<file path="src/rtl/reset_seq_pkg.sv">
// Shared types and helpers for the PLL-lock driven reset sequencer.
package reset_seq_pkg;

    localparam int unsigned LOST_CNT_W = 8;

    typedef enum logic [2:0] {
        WAIT_LOCK = 3'd0,
        HOLDOFF   = 3'd1,
        RELEASE   = 3'd2,
        RUN       = 3'd3
    } seq_state_t;

    // Bits needed to hold every value in 0..max_val (never less than one).
    function automatic int unsigned cnt_width(input int unsigned max_val);
        return (max_val < 2) ? 1 : $clog2(max_val + 1);
    endfunction

endpackage

</file>
<file path="src/rtl/sync_bit.sv">
// Multi-flop synchroniser for a single asynchronous bit, async active-low clear.
module sync_bit #(
    parameter int unsigned STAGES = 2
) (
    input  logic clk,
    input  logic rst_n,
    input  logic d_i,
    output logic q_o
);

    logic [STAGES-1:0] sync_q;
    logic [STAGES-1:0] sync_d;

    always_comb begin
        sync_d = {sync_q[STAGES-2:0], d_i};
    end

    always_ff @(posedge clk or negedge rst_n) begin
        if (!rst_n) begin
            sync_q <= '0;
        end else begin
            sync_q <= sync_d;
        end
    end

    assign q_o = sync_q[STAGES-1];

endmodule

</file>
<file path="src/rtl/reset_sequencer.sv">
// Staged reset release driven by a filtered PLL lock flag, with lock-loss accounting.
// Define RESET_SEQ_FAST_SIM_EN to clamp holdoff and stage gap for short simulations.
module reset_sequencer
    import reset_seq_pkg::*;
#(
    parameter int unsigned SYNC_STAGES = 2,
    parameter int unsigned LOCK_FILTER = 16,
    parameter int unsigned HOLDOFF     = 1024,
    parameter int unsigned NUM_STAGES  = 3,
    parameter int unsigned STAGE_GAP   = 64
) (
    input  logic                  clk,
    input  logic                  rst_n,
    input  logic                  pll_locked,
    input  logic                  sw_reset_req,
    output logic [NUM_STAGES-1:0] rst_out_n,
    output logic                  ready,
    output logic [LOST_CNT_W-1:0] lock_lost_cnt,
    output logic [2:0]            seq_state
);

`ifdef RESET_SEQ_FAST_SIM_EN
    localparam int unsigned HOLD_EFF = (HOLDOFF > 16) ? 16 : HOLDOFF;
    localparam int unsigned GAP_EFF  = (STAGE_GAP > 4) ? 4 : STAGE_GAP;
`else
    localparam int unsigned HOLD_EFF = HOLDOFF;
    localparam int unsigned GAP_EFF  = STAGE_GAP;
`endif

    localparam int unsigned FILT_W  = cnt_width(LOCK_FILTER);
    localparam int unsigned HOLD_W  = cnt_width(HOLD_EFF);
    localparam int unsigned GAP_W   = cnt_width(GAP_EFF);
    localparam int unsigned STAGE_W = cnt_width(NUM_STAGES);

    localparam logic [FILT_W-1:0]  FILT_LAST  = FILT_W'(LOCK_FILTER - 1);
    localparam logic [FILT_W-1:0]  FILT_MAX   = FILT_W'(LOCK_FILTER);
    localparam logic [HOLD_W-1:0]  HOLD_LAST  = HOLD_W'(HOLD_EFF);
    localparam logic [GAP_W-1:0]   GAP_LAST   = GAP_W'(GAP_EFF - 1);
    localparam logic [STAGE_W-1:0] STAGE_LAST = STAGE_W'(NUM_STAGES - 1);

    logic lock_s;
    logic seq_active;

    seq_state_t            state_q, state_d;
    logic [FILT_W-1:0]     filt_q, filt_d;
    logic [HOLD_W-1:0]     hold_q, hold_d;
    logic [GAP_W-1:0]      gap_q, gap_d;
    logic [STAGE_W-1:0]    stage_q, stage_d;
    logic [NUM_STAGES-1:0] rst_out_n_q, rst_out_n_d;
    logic                  ready_q, ready_d;
    logic [LOST_CNT_W-1:0] lost_q, lost_d;

    sync_bit #(
        .STAGES (SYNC_STAGES)
    ) u_lock_sync (
        .clk   (clk),
        .rst_n (rst_n),
        .d_i   (pll_locked),
        .q_o   (lock_s)
    );

    // The HOLDOFF parameter shadows the imported state name, so the state is package-qualified.
    assign seq_active = (state_q == reset_seq_pkg::HOLDOFF) || (state_q == RELEASE) ||
                        (state_q == RUN);

    always_comb begin
        state_d     = state_q;
        hold_d      = hold_q;
        gap_d       = gap_q;
        stage_d     = stage_q;
        rst_out_n_d = rst_out_n_q;
        ready_d     = ready_q;
        lost_d      = lost_q;

        if (!lock_s) begin
            filt_d = '0;
        end else if (filt_q == FILT_MAX) begin
            filt_d = filt_q;
        end else begin
            filt_d = filt_q + 1'b1;
        end

        // Lock loss outranks a coincident software request.
        if (seq_active && !lock_s) begin
            state_d     = WAIT_LOCK;
            rst_out_n_d = '0;
            ready_d     = 1'b0;
            filt_d      = '0;
            if (lost_q != '1) begin
                lost_d = lost_q + 1'b1;
            end
        end else if (seq_active && sw_reset_req) begin
            state_d     = reset_seq_pkg::HOLDOFF;
            rst_out_n_d = '0;
            ready_d     = 1'b0;
            hold_d      = '0;
        end else begin
            case (state_q)
                WAIT_LOCK: begin
                    rst_out_n_d = '0;
                    ready_d     = 1'b0;
                    if (lock_s && (filt_q == FILT_LAST)) begin
                        state_d = reset_seq_pkg::HOLDOFF;
                        hold_d  = '0;
                    end
                end
                reset_seq_pkg::HOLDOFF: begin
                    if (hold_q == HOLD_LAST) begin
                        gap_d   = '0;
                        stage_d = STAGE_W'(1);
                        if (NUM_STAGES == 1) begin
                            state_d     = RUN;
                            rst_out_n_d = '1;
                            ready_d     = 1'b1;
                        end else begin
                            state_d     = RELEASE;
                            rst_out_n_d = NUM_STAGES'(1);
                        end
                    end else begin
                        hold_d = hold_q + 1'b1;
                    end
                end
                RELEASE: begin
                    if (gap_q == GAP_LAST) begin
                        gap_d       = '0;
                        stage_d     = stage_q + 1'b1;
                        rst_out_n_d = rst_out_n_q | (NUM_STAGES'(1) << stage_q);
                        if (stage_q == STAGE_LAST) begin
                            state_d = RUN;
                            ready_d = 1'b1;
                        end
                    end else begin
                        gap_d = gap_q + 1'b1;
                    end
                end
                RUN: begin
                    ready_d = 1'b1;
                end
                default: begin
                    state_d     = WAIT_LOCK;
                    rst_out_n_d = '0;
                    ready_d     = 1'b0;
                end
            endcase
        end
    end

    always_ff @(posedge clk or negedge rst_n) begin
        if (!rst_n) begin
            state_q     <= WAIT_LOCK;
            filt_q      <= '0;
            hold_q      <= '0;
            gap_q       <= '0;
            stage_q     <= '0;
            rst_out_n_q <= '0;
            ready_q     <= 1'b0;
            lost_q      <= '0;
        end else begin
            state_q     <= state_d;
            filt_q      <= filt_d;
            hold_q      <= hold_d;
            gap_q       <= gap_d;
            stage_q     <= stage_d;
            rst_out_n_q <= rst_out_n_d;
            ready_q     <= ready_d;
            lost_q      <= lost_d;
        end
    end

    assign rst_out_n     = rst_out_n_q;
    assign ready         = ready_q;
    assign lock_lost_cnt = lost_q;
    assign seq_state     = state_q;

endmodule

</file>
<file path="config.mk">
export PLATFORM = sky130hd
export DESIGN_NAME = reset_sequencer
export DESIGN_NICKNAME = d
export VERILOG_FILES = /design/src/rtl/reset_seq_pkg.sv /design/src/rtl/sync_bit.sv /design/src/rtl/reset_sequencer.sv
export SDC_FILE = /design/constraint.sdc
export NUM_CORES = 1
export LEC_CHECK = 0
export ABC_AREA = 0
export CORE_MARGIN = 5
export CORE_UTILIZATION = 40
export DETAILED_ROUTE_END_ITERATION = 16
export SYNTH_ARGS = -nofsm -noshare
export SYNTH_HDL_FRONTEND = slang
export SYNTH_SLANG_ARGS = --single-unit
export TNS_END_PERCENT = 50
</file>
<file path="constraint.sdc">
create_clock -name clk -period 6.2 [get_ports clk]
set_input_delay 0.62 -clock clk [delete_from_list [all_inputs] [get_ports clk]]
set_output_delay 0.62 -clock clk [all_outputs]
set_load 0.005 [all_outputs]
</file>
; ---- After elaboration in Yosys (flattened, before gate mapping)
; Index checks and enable logic that the tools add are counted.
[totals]
regBits = 42
in_bits = 4
wordCells = 84
[op_classes]
add_sub_neg = 5
eq_ne = 20
n_shift = 1
n_mux = 30
n_bitwise = 3
n_reduce_logical = 16
[op_table]
columns = cell, count
row1 = 11-bit 2-to-1 mux, 3
row2 = 3-bit 2-to-1 mux, 10
row3 = 11-bit case mux with 2 select lines, 1
row4 = 5-bit 2-to-1 mux, 3
row5 = 7-bit 2-to-1 mux, 2
row6 = 7-bit case mux with 2 select lines, 1
row7 = 4-bit by 1-bit != test with 1-bit output (second input constant), 3
row8 = 3-bit case mux with 4 select lines, 1
row9 = 11-bit by 1-bit adder with 11-bit output (second input constant), 1
row10 = 11-bit equality test (second input constant), 1
row11 = 5-bit AND reduction, 2
row12 = 3-bit != test (second input constant), 3
row13 = 3-bit case mux with 3 select lines, 1
row14 = 8-bit by 1-bit adder with 8-bit output (second input constant), 1
row15 = 8-bit != test (second input constant), 1
row16 = 4-bit AND reduction, 2
row17 = 7-bit by 1-bit adder with 7-bit output (second input constant), 1
row18 = 7-bit by 6-bit equality test with 1-bit output (second input constant), 1
row19 = 3-bit by 2-bit equality test with 1-bit output (second input constant), 2
row20 = 3-bit by 1-bit != test with 1-bit output (second input constant), 2
row21 = 3-bit AND reduction, 2
row22 = 5-bit by 1-bit adder with 5-bit output (second input constant), 1
row23 = 5-bit by 4-bit equality test with 1-bit output (second input constant), 1
row24 = 5-bit equality test (second input constant), 1
row25 = other kinds (19), 28

; ---- Longest topological paths before layout
; Gate-level depths: netlist of run 1.
[depth]
word_depth = 6
ltp_mapped = 9

; ---- Hierarchy
; Synthesis of run 1 repeated with hierarchy kept, for this count alone.
[hier_totals]
hier_cells = 235
hier_area_um2 = 2248.4
[modules_own_cells]
columns = module, instances, cells_each, area_per_inst_um2
row1 = reset_sequencer, 1, 233, 2198.4
row2 = sync_bit, 1, 2, 50.0

; ---- Worst setup path after synthesis of run 1
; Ideal clock, no wire load.
[synth_path]
path_type = reg2reg
startpoint = register state_q[0] (netlist: seq_state[0])
endpoint = register state_q[1] (netlist: seq_state[1])
setup_ns = 0.079
arrival_ns = 1.893
path_slack_ns = 4.228
path_stages_with_launch = 9
path_buffers = 1
synth_period_minus_slack_ns = 1.972
path_cell_list = dfrtp_1 > inv_1 > ha_1 > buf_2 > nand2b_1 > and3_1 > a22oi_2 > o311a_1 > mux2i_1
[synth_between]
elab_chain_len = 6
word_cells_on_any_way = 17
[synth_rtl]
columns = item, line
row1 = from (decl), reset_sequencer.sv:44  ; seq_state_t state_q, state_d;
row2 = from (signal assigned), reset_sequencer.sv:159  ; state_q <= state_d;
row3 = 3-bit by 1-bit equality test with 1-bit output / 3-bit by 2-bit equality test with 1-bit output (equally long branches), "reset_sequencer.sv:63, reset_sequencer.sv:98"
row4 = 1-bit logical OR (2 in a row), reset_sequencer.sv:63  ; assign seq_active = (state_q == reset_seq_pkg::HOLDOFF) || (state_q == RELEASE) ||
row5 = "1-bit logical AND, on equally long branches", "reset_sequencer.sv:84, reset_sequencer.sv:92"
row6 = 4-bit != test (no line) (tied with other cells), --
row7 = 5-bit AND reduction (no line) / 3-bit 2-to-1 mux (equally long branches), --
; Parallel ways exist; a longest one is shown, timed or not.
; A chain may end at the register's enable or synchronous reset.

; ---- Worst setup path in the final report of run 1
[layout_path]
startpoint = register hold_q[7]
endpoint = register hold_q[10]
[layout_between]
elab_chain_len = 4
word_cells_on_any_way = 7
[layout_rtl]
columns = item, line
row1 = from (decl), reset_sequencer.sv:46  ; logic [HOLD_W-1:0] hold_q, hold_d;
row2 = from (signal assigned), reset_sequencer.sv:161  ; hold_q <= hold_d;
row3 = 11-bit by 1-bit adder with 11-bit output, reset_sequencer.sv:120  ; hold_d = hold_q + 1'b1;
row4 = 11-bit 2-to-1 mux, reset_sequencer.sv:108  ; if (hold_q == HOLD_LAST) begin
row5 = 11-bit case mux with 2 select lines, reset_sequencer.sv:98  ; case (state_q)
row6 = 11-bit 2-to-1 mux, reset_sequencer.sv:92  ; end else if (seq_active && sw_reset_req) begin
; Parallel ways exist; a longest one is shown, timed or not. The select of a mux whose other input is x is not followed.

==> summary.md, run 1 <==
| Metric | Value |
|---|---|
| Outcome | complete, no violations |
| Fillcell total | 553 |
| CTS root buffer | clkbuf_8 |
| Detail Route Antenna Nets | 0 |
| Synthesized instance count | 237 |
| Synth Warn # | 0 |
| Cells after DPL | 318 |
| Main area contributors after synthesis | dfrtp_1, ha_1, nand2_1 |
| Syn Std Cell Area | 2240 um^2 |
| CP startpoint kind | flip-flop |
| Worst hold slack | 0.359 ns |
| Avg Cell Area, Syn | 9.46 um^2 |
| Placed Area | 2460 um^2 |
| Site Rows | 27 |
| Register area share after synthesis | 0.458 |
| Drc violations | 0 |
| Port Buffers | 17 |
| Die area | 7200 um^2 |
| CTS clk-pin slew, worst paths | 0.08 ns |
| Largest net degree at the start of global routing | 42 |
| Diode count | 0 |
| DR WL/cell | 13.4 um |
| Total grt overflow | 0 |
| Synth top area share | 0.458 |
| Area delta synth->final | 15.7% |
| Final setup TNS | 0 ns |
| Final Power | 999 uW |
| CP arrival | 2.60 ns |
| Final wirelength | 4350 um |
| CP Class | flip-flop to flip-flop |
| Post-layout instance area | 2590 um^2 |
| Worst Path Max Fanout | 14 |
| Total number of vias | 1,741 |
| Layout Cells excl Fill | 326 |
| Total GRT Usage | 0.140 |
| Net Count, Synth | 255 |
| Relative slew margins | 0.378 |
| Routability cong. | 0.724 |
| RSZ-0062 raised after global routing | false |
| Die height | 84.9 um |
| Critical Path End Type | flip-flop |
| Max-Cap Viols | 0 |
| CTS max path bufs | 2 |
| Cell Pwr Density | 385 nW/um^2 |
| Net count, final | 271 |
| Post-synth top flop | dfrtp_1 |
| Die W | 84.9 um |
| Clock Latency Late Sink | 0.30 ns |
| Post-synth top cells | dfrtp_1, nand2_1, nor2_1 |
| FF+latch count, synth | 41 |
| DRT Pass-1 Iters | 4 |
| Via density | 5.34 |
| Num CTS Buffers | 5 |
| Min cycle time layout | 2.43 ns |
| Dpl hpwl | 3050 um |
| Ports | 19 |
| Htree depth | 2 |
| PostCTS Resize Cnt | 0 |
| Max-slew violations | 0 |
| CTS Sinks | 41 |
| Async S/R FF share, synth | 1.00 |
| Crit share post-route | 0.391 |
| Initial Util | 0.409 |
| Post-CTS setup buffer count | 0 |
| EDFF count, synth | 0 |
| Most common cell in the netlist | dfrtp_1 |
| Core area | 5470 um^2 |
| Ratio of cells with drive above 1 in the final layout | 0.0472 |
| Critical Path RT | 6.38 ns |
| Worst VDD drop | 233 uV |
| CTS tree | built |
| DR iter-0 viols | 105 |
| Initial antenna violation count | 0 |
| Unique masters post-synth | 43 |
| Vias in the first global route | 1,776 |
| Hold_buf cts | 0 |
| First-pass GRT wire length | 8250 um |
| Achievable Freq | 0.412 GHz |
| Min-Delay Path Class | flip-flop to flip-flop |
| Clock skew | 0.00435 ns |
| Final setup viols | 0 |
| Final Hold Vio Count | 0 |
| Leak Pwr | 0.00113 uW |
| Leading area contributor after synthesis | dfrtp_1 |
| Slew @ Worst Pin | 0.934 ns |
[kinds of logic after synthesis]
group                    share of synthesized area
AND/OR/NAND/NOR                              0.203
AO/OA/AOI/OAI                                0.154
multiplexers                                0.0329
other                                      0.00167
flip-flops                                   0.458
buffers and inverters                       0.0380
XOR/XNOR                                    0.0352
adder cells (fa/ha/maj)                     0.0782
[metal layers]
metal  wire length (um)  vias to the layer above  track usage
li1                   -                      871            -
met1               2210                      837        0.191
met2               1870                       26        0.209
met3                195                        7       0.0350
met4                 78                        0       0.0647
met5                  0                        -            0
[worst max-delay path, cell delays in order, from the launching register on]
cell,delay (ns)
dfrtp_1,0.44
nor4_1,0.31
nand4_1,0.28
o21bai_1,0.78
or2_1,0.37
o31ai_1,0.12
[power by group]
part / switching, uW / total [uW] / internal, uW
logic: 197 / 369 / 173
clock network: 96.0 / 256 / 160
registers: 55.9 / 374 / 318
[cells in the final DEF, fill, tap and decap left out, drive strengths merged, types with 4 or more instances in the layout]
| cell | n |
|---|---|
| nand2b | 4 |
| o41ai | 5 |
| o21ai | 18 |
| inv | 13 |
| mux2i | 4 |
| o211ai | 6 |
| dfrtp | 41 |
| and3 | 4 |
| ha | 14 |
| nor2 | 19 |
| nand2 | 27 |
| nand3 | 14 |
| a21oi | 9 |
| clkbuf | 5 |
| xor2 | 6 |
| nand4 | 6 |
| clkdlybuf4s50 | 16 |
[metrics by stage]
step / util / setup WS, ns
6_report: 0.474 / 3.77
5_1_grt: 0.474 / 3.52
4_1_cts: 0.474 / 3.77
3_5_place_dp: 0.449 / 3.54
3_3_place_gp: 0.449 / 3.61
2_1_floorplan: - / 4.23
[path summary, 6_finish.rpt]
| kind | startpoint | to | slack (ns) | cells past startpoint |
|---|---|---|---|---|
| max | hold_q[7] | hold_q[10] | 3.77 | 5 |
| min | u_lock_sync.sync_q[0] | u_lock_sync.sync_q[1] | 0.36 | 0 |
| max reg2reg | hold_q[7] | hold_q[10] | 3.77 | 5 |
| min reg2reg | u_lock_sync.sync_q[0] | u_lock_sync.sync_q[1] | 0.36 | 0 |
| max in group asynchronous | rst_n | rst_out_n[0] | 5.16 | 1 |
| min in group asynchronous | rst_n | filt_q[3] | 0.46 | 1 |
[registers in the layout (all words and copies together), names as in the netlist]
name,cells
seq_state,2
stage_q,2
hold_q,11
filt_q,5
rst_out_n,3
lock_lost_cnt,8
gap_q,7
u_lock_sync.sync_q,2
ready,1
[final cells by class]
class / count / area (um^2) / share of cell area
Sequential cell: 41 / 1030 / 0.396
Tap cell: 72 / 90.1 / 0.0347
Clock buffer: 5 / 68.8 / 0.0265
Multi-Input combinational cell: 175 / 1130 / 0.436
Inverter: 13 / 48.8 / 0.0188
Timing Repair Buffer: 17 / 165 / 0.0637
Clock inverter: 3 / 65.1 / 0.0251
Power figures use the tool's default switching activity.
==> run 2: changes to the inputs <==
Clock period 6.2 ns to 2.09 ns, I/O delays scaled along.
==> run 2 against run 1 <==
  * Sequential power increased to 2.9 times the previous value
  * Utilization increased by 3.0 points
  * Clock-buffer cell count increased by 2
  * Worst hold slack improved by 0.0012 ns
  * Clock skew increased by 0.0029 ns
  * Wire length increased by 3.9%
  * Power increased to 3.0 times the previous value
  * Largest power group is now combinational cells
  * Largest cell class unchanged
  * Global-route usage increased by 0.19 points
  * Clock power increased by 110%
  * Maximum frequency increased by 25%
  * Highest routed layer unchanged
==> summary.md, run 2 (synthesis results as in run 1) <==
| Metric | Value |
|---|---|
| Outcome | complete, no violations |
| Net Sw Power | 1080 uW (+210%) |
| Seq pwr share | 0.364 (-0.010) |
| Total number of vias | 1,799 (+3.3%) |
| Initial antenna violation count | 0 (unchanged) |
| Post-CTS setup buffer count | 0 (unchanged) |
| Comb pwr share | 0.456 (+0.086) |
| Crit path buffers/inverters | 0 (unchanged) |
| Num CTS Buffers | 5 (unchanged) |
| Final WS setup | 0.150 ns (-3.63 ns) |
| Vias in the first global route | 1,794 (+1.0%) |
| Net count, final | 294 (+8.5%) |
| CP arrival | 2.14 ns (-0.46 ns) |
| Fillcell total | 530 (-4.2%) |
| Total grt overflow | 0 (unchanged) |
| CP Class | flip-flop to flip-flop |
| P_int | 1880 uW (+190%) |
| Port Buffers | 17 (unchanged) |
| Worst VDD drop | 689 uV (+200%) |
| Dpl hpwl | 3390 um (+11%) |
| CP startpoint kind | flip-flop |
| Crit. Startpoint | filt_q[0] |
| Initial Util | 0.409 (unchanged) |
| Most common cell after layout, fill and taps aside | dfrtp_1 |
| Reg2Reg Launch Point | filt_q[0] |
| Min-Delay Path Class | flip-flop to flip-flop |
| Core area | 5470 um^2 (unchanged) |
| Clock share of power | 0.180 (-0.076) |
| Most frequent cells in the layout | dfrtp_1, nand2_1, buf_4, nor2_1, clkdlybuf4s50_1 |
| Sw frac | 0.365 (+0.0160) |
| RSZ-0062 raised after global routing | false |
| DR iter-0 viols | 77 (-27%) |
| Critical Path End Type | flip-flop |
| Final wirelength | 4520 um (+3.9%) |
| Ratio of cells with drive above 1 in the final layout | 0.134 (+0.0868) |
| Diode count | 0 (unchanged) |
| Hold_sp | u_lock_sync.sync_q[0] |
| Clock Latency Late Sink | 0.29 ns (about the same) |
| Largest net degree at the start of global routing | 25 (-40%) |
| Leak Pwr | 0.00124 uW (+9.3%) |
| Worst Path Max Fanout | 8 (-6) |
| Final setup TNS | 0 ns (unchanged) |
| Die area | 7200 um^2 (unchanged) |
| Critical path, cell by cell | ha_1 > and3_1 > ha_1 > nand2b_1 > o211ai_1 > o21bai_1 > or2_4 > o41ai_2 |
| Critical Path RT | 2.29 ns (-4.09 ns) |
| CTS max path bufs | 2 (unchanged) |
| Achievable Freq | 0.515 GHz (+25%) |
| DR WL/cell | 13.0 um (-2.7%) |
| CTS clk-pin slew, worst paths | 0.08 ns (about the same) |
| CTS Sinks | 41 (unchanged) |
| Largest register FFs | 11 (unchanged) |
| CTS root buffer | clkbuf_8 |
| Die W | 84.9 um (unchanged) |
| Die height | 84.9 um (unchanged) |
| Site Rows | 27 (unchanged) |
| Ports | 19 (unchanged) |
| Detail Route Antenna Nets | 0 (unchanged) |
| DRT Pass-1 Iters | 5 (+1) |
| Htree depth | 2 (unchanged) |
| Final Hold Vio Count | 0 (unchanged) |
| Routability cong. | 0.800 (+11%) |
| CP delay by family, top | compound AO/OA/AOI/OAI gates |
| Min cycle time layout | 1.94 ns (-0.485 ns) |
| CP peak stage delay | 0.37 ns (-0.41 ns) |
| First-pass GRT wire length | 8310 um (+0.67%) |
| Area delta synth->final | 23.2% |
| Clock skew | 0.00730 ns (+0.00295 ns) |
| Final setup viols | 0 (unchanged) |
| Critical Path Most Common Cell | ha_1 |
| Total GRT Usage | 0.142 (+0.00195) |
| DP Worst Slack | 0.0132 ns (-3.53 ns) |
| Cell Pwr Density | 1070 nW/um^2 (+180%) |
| Drc violations | 0 (unchanged) |
| Max stage delay cell, worst path | dfrtp_1 |
| Crit share post-route | 0.928 (+0.537) |
| Max-slew violations | 0 (unchanged) |
| Max-Cap Viols | 0 (unchanged) |
| Biggest register | hold_q |
| Via density | 5.17 (-3.2%) |
| CTS tree | built |
==> run 2: cell count changes in the layout (fill, tap and decap cells not counted), moves of 2 or more <==
cell | previous run | this run
o41ai_2 | 0 | 2
bufinv_16 | 2 | 0
o41ai_1 | 5 | 3
buf_4 | 0 | 22
==> run 2: worst register-to-register path, cell delays in order (launching register included) <==
cell and delay (ns):
dfrtp_1 0.37, ha_1 0.18, and3_1 0.16, ha_1 0.14, nand2b_1 0.10, o211ai_1 0.10
o21bai_1 0.22, or2_4 0.30, o41ai_2 0.27
==> run 2: timing repair <==
| action | in CTS | in global routing |
|---|---|---|
| gates resized for setup | 0 | 6 |
| setup endpoints to repair | 0 | 12 |
| hold buffers | 1 | 0 |
| endpoints found under the hold margin | 17 | 0 |
==> run 2: worst paths after layout <==
kind                                    endpoint  slack, ns  cells past startpoint
min reg2reg                u_lock_sync.sync_q[1]       0.36                      0
min in group asynchronous              hold_q[9]       0.37                      2
max in group asynchronous       lock_lost_cnt[7]       1.06                      3
max reg2reg                            hold_q[6]       0.15                      8
min                        u_lock_sync.sync_q[1]       0.36                      0
max                                    hold_q[6]       0.15                      8
==> run 2: area by class of cell <==
cell class              count  area (um^2)  area share
multi-input cells         175         1170       0.423
flip-flops and latches     41         1030       0.372
repair buffers             40          340       0.123
well taps                  72         90.1      0.0326
clock buffers               7         86.3      0.0313
inverters                  13         48.8      0.0177
==> run 2: per-layer routing <==
metal | wire length, um | GRT usage | vias to the layer above | share of wire
met1 | 2290 | 0.197 | 843 | 0.51
met3 | 234 | 0.0563 | 4 | 0.052
met5 | 0 | 0 | - | 0
li1 | - | - | 921 | -
met2 | 1950 | 0.208 | 31 | 0.43
met4 | 51 | 0.0345 | 0 | 0.011
==> run 2: power groups by stage <==
stage | clock network [uW] | registers [uW] | logic, uW
floorplan | 0 | 1100 | 766
global placement | 0 | 1090 | 1300
detailed placement | 0 | 1090 | 1320
CTS | 551 | 1080 | 1330
global route | 594 | 1110 | 1520
finish | 531 | 1080 | 1350
==> run 2: metrics by stage <==
| step | instance area (um^2) | instances | total power (uW) | util | hold WS [ns] |
|---|---|---|---|---|---|
| 2_1_floorplan | 2240 | 237 | 1860 | - | -0.0866 |
| 3_3_place_gp | 2630 | 340 | 2390 | 0.480 | 0.165 |
| 3_5_place_dp | 2630 | 340 | 2410 | 0.480 | 0.168 |
| 4_1_cts | 2720 | 348 | 2960 | 0.497 | 0.354 |
| 5_1_grt | 2760 | 348 | 3220 | 0.504 | 0.359 |
| 6_report | 2760 | 348 | 2960 | 0.504 | 0.360 |
